$ cat src/rtl/auto_load_capture_if.sv
// Sequencer/flash side of the auto-load constant capture block.
// The master drives load strobes and read addresses; the slave returns constants and status flags.
interface auto_load_capture_if;
  logic        AUTO_LOAD_ENA;
  logic [5:0]  AL_CNT;
  logic [15:0] RD_DATA;
  logic        RD_DATA_VLD;
  logic        CLR_AL_DONE;
  logic [5:0]  CONST_RADDR;
  logic [15:0] CONST_RDATA;
  logic        AL_DONE;
  logic        CONST_VALID;
  logic        CSUM_ERR;
  logic        BLANK;
  logic        SEQ_ERR;

  modport master (
    output AUTO_LOAD_ENA, AL_CNT, RD_DATA, RD_DATA_VLD, CLR_AL_DONE, CONST_RADDR,
    input  CONST_RDATA, AL_DONE, CONST_VALID, CSUM_ERR, BLANK, SEQ_ERR
  );

  modport slave (
    input  AUTO_LOAD_ENA, AL_CNT, RD_DATA, RD_DATA_VLD, CLR_AL_DONE, CONST_RADDR,
    output CONST_RDATA, AL_DONE, CONST_VALID, CSUM_ERR, BLANK, SEQ_ERR
  );
endinterface

$ cat src/rtl/auto_load_capture.sv
// Captures the flash parameter block into a constant RAM, verifies its checksum and flags the result.
// AL_DONE rises 2 cycles after the last word strobe; the constant read port has 1-cycle latency.
module auto_load_capture #(
  parameter logic [5:0] MAX_ADDR = 6'd33,
  parameter int         TMR      = 0
) (
  input  logic               CLK,
  input  logic               RST,
  auto_load_capture_if.slave bus
);

  typedef enum logic [1:0] {IDLE, CAPTURE, CHECK, DONE} state_t;

  typedef struct packed {
    state_t      st;
    logic        ena_q;
    logic [5:0]  exp_cnt;
    logic [15:0] sum;
    logic [15:0] csum_rd;
    logic        blank_acc;
    logic        al_done;
    logic        const_valid;
    logic        csum_err;
    logic        blank;
    logic        seq_err;
  } ctl_t;

  localparam int COPIES = (TMR != 0) ? 3 : 1;

  ctl_t        r [COPIES];
  ctl_t        cur;
  ctl_t        nxt;
  logic        wr_en;
  logic [15:0] ram [0:MAX_ADDR];

  // Bitwise majority across the three copies; the RAM itself is not protected.
  if (TMR != 0) begin : g_vote
    assign cur = ctl_t'((r[0] & r[1]) | (r[0] & r[2]) | (r[1] & r[2]));
  end else begin : g_single
    assign cur = r[0];
  end

  always_comb begin
    nxt       = cur;
    nxt.ena_q = bus.AUTO_LOAD_ENA;
    wr_en     = 1'b0;
    case (cur.st)
      IDLE: begin
        if (bus.AUTO_LOAD_ENA && !cur.ena_q) begin
          nxt.st          = CAPTURE;
          nxt.exp_cnt     = '0;
          nxt.sum         = '0;
          nxt.blank_acc   = 1'b1;
          nxt.const_valid = 1'b0;
          nxt.csum_err    = 1'b0;
          nxt.blank       = 1'b0;
          nxt.seq_err     = 1'b0;
        end
      end
      CAPTURE: begin
        if (bus.RD_DATA_VLD) begin
          if (bus.AL_CNT > MAX_ADDR) begin
            nxt.seq_err = 1'b1;
          end else begin
            wr_en         = 1'b1;
            nxt.exp_cnt   = bus.AL_CNT + 6'd1;
            nxt.blank_acc = cur.blank_acc & (bus.RD_DATA == 16'hFFFF);
            if (bus.AL_CNT != cur.exp_cnt) nxt.seq_err = 1'b1;
            if (bus.AL_CNT < MAX_ADDR) begin
              nxt.sum = cur.sum + bus.RD_DATA;
            end else begin
              nxt.csum_rd = bus.RD_DATA;
              nxt.st      = CHECK;
            end
          end
        end
        // A word strobed alongside the ENA fall is still taken; only the final word escapes the abort.
        if (!bus.AUTO_LOAD_ENA && nxt.st != CHECK) nxt.st = IDLE;
      end
      CHECK: begin
        nxt.csum_err    = (cur.sum != cur.csum_rd);
        nxt.blank       = cur.blank_acc;
        nxt.const_valid = (cur.sum == cur.csum_rd) & !cur.blank_acc & !cur.seq_err;
        nxt.al_done     = 1'b1;
        nxt.st          = DONE;
      end
      DONE: begin
        if (bus.CLR_AL_DONE) begin
          nxt.al_done = 1'b0;
          nxt.st      = IDLE;
        end
      end
      default: nxt.st = IDLE;
    endcase
  end

  always_ff @(posedge CLK or posedge RST) begin
    if (RST) begin
      for (int i = 0; i < COPIES; i++) r[i] <= '0;
    end else begin
      for (int i = 0; i < COPIES; i++) r[i] <= nxt;
    end
  end

  always_ff @(posedge CLK) begin
    if (wr_en) ram[bus.AL_CNT] <= bus.RD_DATA;
  end

  always_ff @(posedge CLK or posedge RST) begin
    if (RST) bus.CONST_RDATA <= 16'h0000;
    else     bus.CONST_RDATA <= (bus.CONST_RADDR > MAX_ADDR) ? 16'h0000 : ram[bus.CONST_RADDR];
  end

  assign bus.AL_DONE     = cur.al_done;
  assign bus.CONST_VALID = cur.const_valid;
  assign bus.CSUM_ERR    = cur.csum_err;
  assign bus.BLANK       = cur.blank;
  assign bus.SEQ_ERR     = cur.seq_err;

endmodule

$ cat src/flat_wrapper.sv
// flat-port wrapper written by rule: the top's interface ports become plain ports
module auto_load_capture_flat 
#(
  parameter logic [5:0] MAX_ADDR = 6'd33,
  parameter int         TMR      = 0
)
  (CLK, RST, bus_AUTO_LOAD_ENA, bus_AL_CNT, bus_RD_DATA, bus_RD_DATA_VLD, bus_CLR_AL_DONE, bus_CONST_RADDR, bus_CONST_RDATA, bus_AL_DONE, bus_CONST_VALID, bus_CSUM_ERR, bus_BLANK, bus_SEQ_ERR);
  auto_load_capture_if bus_i ();
  input  logic CLK;
  input  logic RST;
  input wire logic [$bits(bus_i.AUTO_LOAD_ENA)-1:0] bus_AUTO_LOAD_ENA;
  input wire logic [$bits(bus_i.AL_CNT)-1:0] bus_AL_CNT;
  input wire logic [$bits(bus_i.RD_DATA)-1:0] bus_RD_DATA;
  input wire logic [$bits(bus_i.RD_DATA_VLD)-1:0] bus_RD_DATA_VLD;
  input wire logic [$bits(bus_i.CLR_AL_DONE)-1:0] bus_CLR_AL_DONE;
  input wire logic [$bits(bus_i.CONST_RADDR)-1:0] bus_CONST_RADDR;
  output wire logic [$bits(bus_i.CONST_RDATA)-1:0] bus_CONST_RDATA;
  output wire logic [$bits(bus_i.AL_DONE)-1:0] bus_AL_DONE;
  output wire logic [$bits(bus_i.CONST_VALID)-1:0] bus_CONST_VALID;
  output wire logic [$bits(bus_i.CSUM_ERR)-1:0] bus_CSUM_ERR;
  output wire logic [$bits(bus_i.BLANK)-1:0] bus_BLANK;
  output wire logic [$bits(bus_i.SEQ_ERR)-1:0] bus_SEQ_ERR;
  assign bus_i.AUTO_LOAD_ENA = bus_AUTO_LOAD_ENA;
  assign bus_i.AL_CNT = bus_AL_CNT;
  assign bus_i.RD_DATA = bus_RD_DATA;
  assign bus_i.RD_DATA_VLD = bus_RD_DATA_VLD;
  assign bus_i.CLR_AL_DONE = bus_CLR_AL_DONE;
  assign bus_i.CONST_RADDR = bus_CONST_RADDR;
  assign bus_CONST_RDATA = bus_i.CONST_RDATA;
  assign bus_AL_DONE = bus_i.AL_DONE;
  assign bus_CONST_VALID = bus_i.CONST_VALID;
  assign bus_CSUM_ERR = bus_i.CSUM_ERR;
  assign bus_BLANK = bus_i.BLANK;
  assign bus_SEQ_ERR = bus_i.SEQ_ERR;
  auto_load_capture #(.MAX_ADDR(MAX_ADDR), .TMR(TMR)) u_core (.CLK(CLK), .RST(RST), .bus(bus_i));
endmodule
$ cat config.mk
export PLATFORM = sky130hd
export DESIGN_NAME = auto_load_capture_flat
export DESIGN_NICKNAME = d
export VERILOG_FILES = /design/src/rtl/auto_load_capture_if.sv /design/src/rtl/auto_load_capture.sv /design/src/flat_wrapper.sv
export SDC_FILE = /design/constraint.sdc
export NUM_CORES = 1
export LEC_CHECK = 0
export BUFFER_PORTS_ARGS = -buffer_cell sky130_fd_sc_hd__buf_2
export CAP_MARGIN = 15
export CORE_MARGIN = 3
export CORE_UTILIZATION = 56
export DETAILED_ROUTE_END_ITERATION = 7
export GPL_TIMING_DRIVEN = 0
export PLACE_DENSITY_LB_ADDON = 0.15
export SLEW_MARGIN = 40
export SYNTH_ARGS = -nofsm -noshare
export SYNTH_HDL_FRONTEND = slang
export SYNTH_SLANG_ARGS = --single-unit
$ cat constraint.sdc
create_clock -name CLK -period 3.35 [get_ports CLK]
set_input_delay 0.1675 -clock CLK [delete_from_list [all_inputs] [get_ports CLK]]
set_output_delay 0.1675 -clock CLK [all_outputs]
set_load 0.02 [all_outputs]
## Word level (Yosys, flattened, before mapping)

Memory sizes are Yosys's and may differ from the RTL's.
Cells that the tools add are included.

| cells by class | value |
|---|---|
| multiplexer cells | 30 |
| $lt $le $gt $ge | 3 |
| bitwise gates (word level) | 5 |
| equality and inequality tests | 14 |
| $add $sub $neg | 2 |
| reductions and logical operators | 17 |

Operator list:

| cell | count |
|---|---|
| 39-bit two-way mux | 2 |
| 16-bit two-way mux | 3 |
| 22-bit case mux with 2 select lines | 1 |
| 22-bit two-way mux | 1 |
| 16-bit adder | 1 |
| 16-bit == test | 1 |
| 16-bit == test (second input constant) | 1 |
| 16-bit != test | 1 |
| 2-bit two-way mux | 7 |
| 6-bit > comparator (second input constant) | 2 |
| 4-bit AND reduction | 3 |
| 1-bit two-way mux | 10 |
| 2-bit != test (second input constant) | 4 |
| 2-bit case mux with 4 select lines | 1 |
| 6-bit by 1-bit adder with 6-bit output (second input constant) | 1 |
| 6-bit < comparator (second input constant) | 1 |
| 6-bit != test | 1 |
| 1-bit case mux with 2 select lines | 3 |
| 3-bit case mux with 2 select lines | 1 |
| 2-bit AND reduction | 3 |
| 2-bit nonzero test | 3 |
| 5-bit AND reduction | 1 |
| 2-bit == test (second input constant) | 2 |
| 1-bit logical NOT | 4 |
| other kinds (8) | 13 |

| word-level totals | value |
|---|---|
| bits in registers | 63 |
| memories | 1 |
| bits of input ports | 33 |
| output and inout port bits | 21 |
| logic and storage cells | 84 |
| bits in writable memories | 544 |

Memories:

| name | words | bits a word | rd ports | clocked after Yosys merged registers in | write ports | line | source |
|---|---|---|---|---|---|---|---|
| u_core.ram | 34 | 16 | 1 | 0 | 1 | auto_load_capture.sv:34 | `logic [15:0] ram [0:MAX_ADDR];` |

## Logic depth before layout (Yosys ltp)

Gate-level depths: netlist (run 1).

| logic depth | value |
|---|---|
| depth in word-level cells | 9 |
| mapped depth | 9 |

## Worst setup path after synthesis (run 1)

No wires, ideal clock.

| timing | value |
|---|---|
| path kind | register to register |
| start point | register (tool-made name) |
| end point | memory u_core.ram[16][0], enable pin |
| data arrival time | 2.998 ns |
| required time | 2.920 ns |
| cell stages (with the launch flop) | 7 |
| slack | -0.079 ns |
| setup time | 0.430 ns |
| cell sequence | dfrtp_1 -> nand2b_1 -> or2_2 -> clkbuf_1 -> nor2_1 -> nand3b_1 -> nor4_1 |

RTL lines:

| what | line |
|---|---|
| end, declared | auto_load_capture.sv:34 |

==> impl_metrics.tcl, run 1 <==
set metrics [dict create \
    maxCapViolCount 0 \
    ys_ff_latch 607 \
    tightest_slew_ps 824 \
    critPathMaxFanout 8 \
    setup_viol 0 \
    drtAntennaViolNets 0 \
    wl_um 54400 \
    die_h_um 216 \
    regArea_sq_um 17900 \
    clk_path_buf_depth 3 \
    fmax_mhz 332 \
    yosysSeqAreaShare 0.726 \
    required_ps 3670 \
    tns_ps 0 \
    synth_cells 1260 \
    hpwlAfterDp_um 34100 \
    status "finished clean" \
    p_total_mw 16.3 \
    syn2layout_area_growth_pct 14.4 \
    synth_edf_count 544 \
    fin_skew_ps 17.8 \
    track_usage 0.241 \
    dp_slack_ps 239 \
    synth_warnings 0 \
    drv_slew 0 \
    multiInputGateArea_sq_um 6520 \
    period_share 0.900 \
    ff2ff_path_depth 8 \
    cts_tree "built" \
    cts_resized 0 \
    layout_min_cycle_time_ps 3020 \
    start_util 0.570 \
    grt_setup_unrepaired "no" \
    end_kind "register" \
    netlist.area_leader.share 0.662 \
    r2r-end "u_core.ram[0][10]" \
    clk_pin_slew_worst_paths_ps 60 \
    rows 76 \
    pwr_density_cell_nw_per_um2 579 \
    worst_slack_ps 334 \
    max_slew_margin 0.451 \
    whs_ps 38.1 \
    grt_max_degree 40 \
    hold_start "bus_RD_DATA[6]" \
    gp_congestion 0.871 \
    wl_per_cell_um 26.9 \
    hold_path_end "u_core.ram[3][6]" \
    worstSetupPathType "register to register" \
    ys_types 52 \
    io_buffer_count 48 \
    finalHoldViolCount 0 \
    nets 1446 \
    antenna_cells 0 \
    via_per_inst 6.16 \
    peakVddDrop_uv 613 \
    grt.overflow.total 0 \
    dieArea_sq_um 46600 \
    drive_gt1_frac 0.261 \
    cts_buffers 60 \
    netlist_area_sq_um 24700 \
    core_sq_um 43300 \
    p_leak_nw 9.43 \
    synth_area_leader_cell "edfxtp_1" \
    vias 12500 \
    synth_nets 1312 \
    async_reset_ff_frac 0.104 \
    drt_first_pass_iters 5 \
    r2r_setup_slack_ps 330 \
    grt_pass1_wl_um 81700 \
    die-width_um 216 \
    start_kind "register" \
    synthFlopType "edfxtp_1" \
    ios 54 \
    synth_area_per_cell_sq_um 19.6 \
    drc 0 \
    fillers 2879 \
    cp.arrival_ps 3330 \
    grt_pass1_vias 12500 \
    antenna_found_initial 1 \
    drtIter0Drc 1296 \
    htreeDepth 2 \
    insertion_delay_ps 610 \
    hold_path_class "input pin to register" \
    synthTopCellsByArea "edfxtp_1, mux4_2, dfrtp_1" \
    min_path_cells 1 \
    cts_sinks 607 \
    cts_setup_buffers 0 \
    cts_root_buf "clkbuf_16" \
]
through the flow:
| stage | instances | cell area [sq um] | utilization |
|---|---|---|---|
| 2_1_floorplan | 1260 | 24700 | - |
| 3_3_place_gp | 1893 | 25600 | 0.593 |
| 3_5_place_dp | 1908 | 26100 | 0.603 |
| 4_1_cts | 2023 | 28100 | 0.650 |
| 5_1_grt | 2025 | 28200 | 0.652 |
| 6_report | 2025 | 28200 | 0.652 |
where the power goes:
part,internal (mW),leakage [nW],switching [mW],total (mW)
clock network,3.86,0.956,2.70,6.56
logic,0.542,2.76,0.806,1.35
registers,8.35,5.72,0.0759,8.43
how the worst max path moves through the flow:
stage	start	endpoint	slack, ps	cells past startpoint
3_5_place_dp	register	u_core.ram[33][10]	240	6
2_1_floorplan	register	u_core.ram[16][0]	580	6
6_report	register	u_core.ram[0][10]	330	8
3_3_place_gp	register	u_core.ram[16][3]	-620	6
4_1_cts	register	u_core.ram[33][9]	220	6
5_1_grt	register	u_core.ram[0][10]	130	8
cell usage after synthesis, types with 2 or more instances:
| library cell | number |
|---|---|
| edfxtp_1 | 544 |
| inv_1 | 12 |
| or3_1 | 3 |
| nor2b_1 | 26 |
| o211ai_1 | 3 |
| and2_1 | 2 |
| a21oi_1 | 49 |
| mux4_1 | 31 |
| xor2_1 | 9 |
| dlygate4sd1_1 | 3 |
| a211oi_1 | 18 |
| buf_1 | 3 |
| nand3b_1 | 3 |
| clkbuf_1 | 21 |
| buf_6 | 17 |
| nor2_1 | 44 |
| ha_1 | 18 |
| buf_4 | 4 |
| mux2_2 | 32 |
| nand2_1 | 42 |
| mux4_2 | 113 |
| buf_2 | 14 |
| nor3_1 | 7 |
| nand4_1 | 12 |
| xnor2_1 | 27 |
| nand2b_1 | 6 |
| a21o_1 | 4 |
| mux2i_1 | 18 |
| nand3_1 | 26 |
| dfrtp_1 | 63 |
| o21bai_1 | 18 |
| a31oi_1 | 6 |
| o21ai_0 | 28 |
| o21a_1 | 5 |
| nor4_1 | 5 |
| and2b_1 | 8 |
cells in the final DEF (no fill, tap or decap), types with 8 or more instances in the layout:
cell type | Yosys | routed
clkbuf_8 | 0 | 10
clkbuf_1 | 21 | 33
buf_2 | 14 | 55
dlygate4sd3_1 | 1 | 8
and2b_1 | 8 | 8
inv_1 | 12 | 11
nor2_1 | 44 | 12
nand3_1 | 26 | 26
mux2i_1 | 18 | 18
a21oi_1 | 49 | 49
buf_8 | 1 | 9
xor2_1 | 9 | 9
ha_1 | 18 | 18
xnor2_1 | 27 | 27
buf_4 | 4 | 15
edfxtp_1 | 544 | 544
clkinv_2 | 0 | 9
o21ai_0 | 28 | 28
nand2_1 | 42 | 42
nor2b_1 | 26 | 26
nand4_1 | 12 | 12
clkbuf_16 | 0 | 63
buf_6 | 17 | 18
a211oi_1 | 18 | 18
mux2_2 | 32 | 32
mux4_1 | 31 | 31
mux4_2 | 113 | 113
dfrtp_1 | 63 | 63
nor2_4 | 0 | 32
o21bai_1 | 18 | 18
sequential cells by signal, indices dropped and copies added, names as in the netlist, named ones only:
signal,count
u_core.cur,41
u_core.bus.SEQ_ERR,1
u_core.bus.CONST_VALID,1
u_core.bus.CONST_RDATA,16
u_core.ram,544
u_core.bus.AL_DONE,1
u_core.bus.BLANK,1
u_core.bus.CSUM_ERR,1
logic make-up after synthesis:
group / share of synthesized area
and+or+nand+nor: 0.0381
xor gates and xnor gates: 0.0128
AOI/OAI and AO/OA: 0.0345
muxes: 0.158
buffers and inverters: 0.0202
adders and majority gates: 0.00994
DFF: 0.726
what timing repair did:
action | CTS | global route
hold buffers | 7 | 0
setup endpoints to repair | 0 | 0
hold endpoints to repair | 73 | 0
per-layer routing:
layer  global-route usage  vias up  wire, um
li1                     -     5396         -
met1                0.366     6533     23800
met2                0.363      471     25000
met3               0.0465       83      4310
met4               0.0679        0      1300
met5                    0        -         0
final cells by class:
| class | count | share of cell area |
|---|---|---|
| plain buffers | 65 | 0.0161 |
| clock buffers | 87 | 0.0626 |
| clock inverters | 21 | 0.00643 |
| inverters | 12 | 0.00169 |
| multi-input cells | 576 | 0.231 |
| flip-flops and latches | 607 | 0.635 |
| well taps | 585 | 0.0259 |
| repair buffers | 72 | 0.0210 |
critical path, cell delays in order (launching register included):
cell and delay, ps:
dfrtp_1 450, nand2b_1 270, or2_2 310, clkbuf_1 180, nor2_1 160, nand2_1 450, nor4_4 520, buf_6 210
buf_4 180
(Power assumes the default switching activity.)
==> run 2, diff against run 1 <==
--- a/config.mk
+++ b/config.mk
@@ -8,7 +8,7 @@
 export BUFFER_PORTS_ARGS = -buffer_cell sky130_fd_sc_hd__buf_2
 export CAP_MARGIN = 15
 export CORE_MARGIN = 3
-export CORE_UTILIZATION = 56
+export CORE_UTILIZATION = 60
 export DETAILED_ROUTE_END_ITERATION = 7
 export GPL_TIMING_DRIVEN = 0
 export PLACE_DENSITY_LB_ADDON = 0.15
==> constraint.sdc (replaced) <==
create_clock -name CLK -period 3.7 [get_ports CLK]
set_input_delay 0.185 -clock CLK [delete_from_list [all_inputs] [get_ports CLK]]
set_output_delay 0.185 -clock CLK [all_outputs]
set_load 0.02 [all_outputs]
==> impl_metrics.tcl, run 2 (same netlist as run 1, synthesis figures left out) <==
set metrics [dict create \
    status "finished clean" \
    die-width_um 209 \
    htreeDepth 2 \
    worstSetupEndpoint "u_core.ram[0][10]" \
    layout_min_cycle_time_ps 3310 \
    finalHoldViolCount 0 \
    end_kind "register" \
    wl_um 54000 \
    peakVddDrop_uv 361 \
    cts_buffers 59 \
    holdBufCountCts 5 \
    track_usage 0.253 \
    ios 54 \
    cts_root_buf "clkbuf_16" \
    largest_register "u_core.ram" \
    hpwlAfterDp_um 33600 \
    pwr_density_cell_nw_per_um2 521 \
    tightest_slew_ps 871 \
    worstSetupPathType "register to register" \
    p_leak_nw 9.32 \
    cts_sinks 607 \
    nets 1439 \
    crit_chain "nand2b_1 -> or2_2 -> clkbuf_1 -> nor2_1 -> nand2_1 -> nor4_2 -> buf_2 -> buf_2" \
    clk_pin_slew_worst_paths_ps 60 \
    via_per_inst 6.40 \
    core_sq_um 40200 \
    tns_ps 0 \
    grt_setup_unrepaired "no" \
    die_h_um 209 \
    gp_congestion 0.897 \
    layout.cells.most_common "edfxtp_1" \
    r2r_setup_slack_ps 390 \
    cts_tree "built" \
    r2r-end "u_core.ram[0][10]" \
    grt.overflow.total 0 \
    whs_ps 57.4 \
    drv_slew 0 \
    vias 12500 \
    slowest_stage "nor4_2" \
    drt_first_pass_iters 5 \
    drive_gt1_frac 0.254 \
    setup_viol 0 \
    grt_max_degree 39 \
    drtAntennaViolNets 0 \
    cts_resized 0 \
    clk_path_buf_depth 3 \
    most-common-layout-cells "edfxtp_1, mux4_2, dfrtp_1" \
    ff2ff_path_depth 8 \
    maxCapViolCount 0 \
    antenna_found_initial 2 \
    fin_util 0.694 \
    largest_reg_flops 544 \
    critPathMaxFanout 8 \
    fmax_mhz 302 \
    required_ps 4010 \
    cp.arrival_ps 3620 \
    cts_setup_buffers 0 \
    io_buffer_count 48 \
    fillers 2510 \
    syn2layout_area_growth_pct 13.0 \
    grt_pass1_wl_um 81300 \
    wl_per_cell_um 27.6 \
    slowest_delay_ps 680 \
    crit_top_cell "buf_2" \
    max_slew_margin 0.420 \
    hold_path_class "input pin to register" \
    rows 73 \
    period_share 0.896 \
    grt_pass1_vias 12800 \
    drc 0 \
    dieArea_sq_um 43600 \
    fin_skew_ps 12.5 \
    drtIter0Drc 1397 \
    antenna_cells 0 \
    start_util 0.614 \
    insertion_delay_ps 600 \
    start_kind "register" \
]
==> run 2: metrics by stage <==
stage | setup WS (ps) | cell area (sq um) | cells | power, mW
floorplan | 271 | 24700 | 1260 | 8.54
global placement | -1410 | 25600 | 1833 | 8.93
detailed placement | 101 | 26000 | 1845 | 8.98
CTS | 149 | 27800 | 1956 | 14.6
global route | 224 | 27900 | 1957 | 15.0
finish | 386 | 27900 | 1957 | 14.5
==> run 2: layout make-up <==
type                            count  area, sq um  area share
Tap cell                          525          657      0.0236
Inverter                           12         47.5     0.00171
Timing Repair Buffer               66          487      0.0175
Sequential cell                   607        17900       0.642
Clock inverter                     25          195     0.00700
Buffer                             65          455      0.0163
Multi-Input combinational cell    576         6500       0.233
Clock buffer                       81         1620      0.0582
==> run 2: critical path: cells and delay by family (launching register included) <==
kind	cells	cell delay, ps
buf+inv	3	690
flops	1	430
simple gates	5	1900
==> run 2: worst min-delay path by stage <==
| stage | slack, ps | cells after the start | from | end |
|---|---|---|---|---|
| 5_1_grt | 60 | 3 | bus_CONST_RADDR[4] | u_core.bus.CONST_RDATA[15] |
| 3_5_place_dp | 210 | 2 | RST | u_core.bus.BLANK |
| 2_1_floorplan | 220 | 0 | bus_AUTO_LOAD_ENA | u_core.cur[44] |
| 4_1_cts | 30 | 3 | bus_CONST_RADDR[4] | u_core.bus.CONST_RDATA[15] |
| 6_report | 60 | 5 | bus_RD_DATA_VLD | u_core.cur[5] |
| 3_3_place_gp | 320 | 1 | bus_AUTO_LOAD_ENA | u_core.cur[44] |
==> run 2: routing by layer <==
layer / track usage / share of wire
met1: 0.387 / 0.43
met2: 0.371 / 0.45
met3: 0.0703 / 0.095
met4: 0.0658 / 0.023
met5: 0 / 0.00050
==> run 2: where the power goes <==
group          internal [mW]  total (mW)  switching [mW]  leakage, nW
clock network           3.25        5.68            2.43        0.890
registers               7.56        7.63          0.0693         5.72
logic                  0.484        1.21           0.731         2.71
==> run 3, diff against run 2 <==
--- a/config.mk
+++ b/config.mk
@@ -11,6 +11,7 @@
 export CORE_UTILIZATION = 60
 export DETAILED_ROUTE_END_ITERATION = 7
 export GPL_TIMING_DRIVEN = 0
+export HOLD_SLACK_MARGIN = 0.1
 export PLACE_DENSITY_LB_ADDON = 0.15
 export SLEW_MARGIN = 40
 export SYNTH_ARGS = -nofsm -noshare
==> constraint.sdc (replaced) <==
create_clock -name CLK -period 3.7 [get_ports CLK]
set_input_delay 0.37 -clock CLK [delete_from_list [all_inputs] [get_ports CLK]]
set_output_delay 0.37 -clock CLK [all_outputs]
set_load 0.02 [all_outputs]
==> impl_metrics.tcl, run 3 (same netlist as run 1, synthesis figures left out) <==
set metrics [dict create \
    r2r_setup_slack_ps 380 \
    p_int_mw 11.3 \
    insertion_delay_ps 610 \
    antenna_found_initial 2 \
    fin_skew_ps 13.3 \
    most-common-layout-cells "edfxtp_1, mux4_2, dfrtp_1" \
    combPwrFrac 0.084 \
    worstSetupPathType "register to register" \
    cts_setup_buffers 0 \
    dp.cells 1845 \
    ios 54 \
    fmax_mhz 301 \
    ff2ff_path_depth 8 \
    cts_buffers 59 \
    worstSetupEndpoint "u_core.ram[0][10]" \
    drive_gt1_frac 0.255 \
    vias 12500 \
    core_sq_um 40200 \
    grt_pass1_vias 12800 \
    drtIter0Drc 1379 \
    cp.arrival_ps 3630 \
    syn2layout_area_growth_pct 13.0 \
    hold_path_class "input pin to register" \
    critPathMaxFanout 8 \
    io_buffer_count 48 \
    clkPwrFrac 0.391 \
    required_ps 4010 \
    nets 1437 \
    grt_max_degree 39 \
    pwr-share-seq 0.525 \
    end_kind "register" \
    largest_register "u_core.ram" \
    die_h_um 209 \
    htreeDepth 2 \
    status "finished clean" \
    drt_first_pass_iters 5 \
    pwr_density_cell_nw_per_um2 521 \
    antenna_cells 0 \
    grt_pass1_wl_um 81300 \
    p_switching_mw 3.23 \
    rows 73 \
    setup_viol 0 \
    drtAntennaViolNets 0 \
    grt_setup_unrepaired "no" \
    drc 0 \
    dp_slack_ps 101 \
    max_slew_margin 0.407 \
    final_cells 1955 \
    die-width_um 209 \
    largest_reg_flops 544 \
    clk_path_buf_depth 3 \
    cts_root_buf "clkbuf_16" \
    start_kind "register" \
    r2r-end "u_core.ram[0][10]" \
    via_per_inst 6.38 \
    p_leak_nw 9.31 \
    start_util 0.614 \
    tightest_slew_ps 890 \
    grt.overflow.total 0 \
    maxCapViolCount 0 \
    power.share.switching 0.222 \
    hpwlAfterDp_um 33600 \
    gp_congestion 0.897 \
    cts_sinks 607 \
    finalHoldViolCount 0 \
    layout_min_cycle_time_ps 3320 \
    wl_um 53900 \
    track_usage 0.253 \
    dieArea_sq_um 43600 \
    worst_slack_ps 380 \
    wl_per_cell_um 27.6 \
    period_share 0.897 \
    cts_tree "built" \
    drv_slew 0 \
    peakVddDrop_uv 360 \
    clk_pin_slew_worst_paths_ps 60 \
    layout.cells.most_common "edfxtp_1" \
]
-- run 3: critical path, stage by stage, from the launching register on --
cell      delay, ps
dfrtp_1         440
nand2b_1        280
or2_2           320
clkbuf_1        190
nor2_1          190
nand2_1         440
nor4_2          670
buf_2           300
buf_2           200
-- run 3: power by group through the flow --
stage	Combinational [mW]	Clock [mW]	Sequential (mW)
after global routing	1.32	6.04	7.64
final	1.21	5.68	7.63
after detailed placement	1.20	0	7.78
after floorplan	0.752	0	7.79
after global placement	1.16	0	7.77
after CTS	1.21	5.75	7.63
-- run 3: routing by layer --
| layer | GRT usage | routed length [um] |
|---|---|---|
| met3 | 0.0707 | 5270 |
| met1 | 0.387 | 23000 |
| met5 | 0 | 29 |
| met4 | 0.0658 | 1370 |
| met2 | 0.371 | 24200 |
-- run 3: area by class of cell --
cell class | count | area [sq um]
flip-flops and latches | 607 | 17900
plain buffers | 65 | 455
clock buffers | 81 | 1620
clock inverters | 25 | 195
multi-input cells | 576 | 6500
repair buffers | 64 | 467
well taps | 525 | 657
fillers | 2511 | 12300
inverters | 12 | 47.5
-- run 3: how the worst min path moves through the flow --
stage | depth (start not counted) | slack [ps] | to | from
after floorplan | 0 | 400 | u_core.cur[44] | bus_AUTO_LOAD_ENA
after global placement | 2 | 460 | u_core.bus.AL_DONE | u_core.bus.AL_DONE
after detailed placement | 2 | 390 | u_core.bus.BLANK | RST
after CTS | 3 | 170 | u_core.bus.CONST_RDATA[15] | bus_CONST_RADDR[5]
after global routing | 3 | 210 | u_core.cur[41] | bus_AL_CNT[3]
final | 3 | 210 | u_core.cur[41] | bus_AL_CNT[3]
-- run 3: what timing repair did --
item	in CTS	in global routing
hold buffers	3	0
endpoints found under the hold margin	31	0
resized for setup	0	0
-- run 3: stage by stage --
stage                     power [mW]  setup TNS [ps]  cell area [sq um]   util  hold WS [ps]
after floorplan                 8.54               0              24700      -           401
after global placement          8.93          -38530              25600  0.636           461
after detailed placement        8.98               0              26000  0.646           394
after CTS                       14.6               0              27800  0.692           167
after global routing            15.0               0              27900  0.693           211
final                           14.5               0              27900  0.693           212
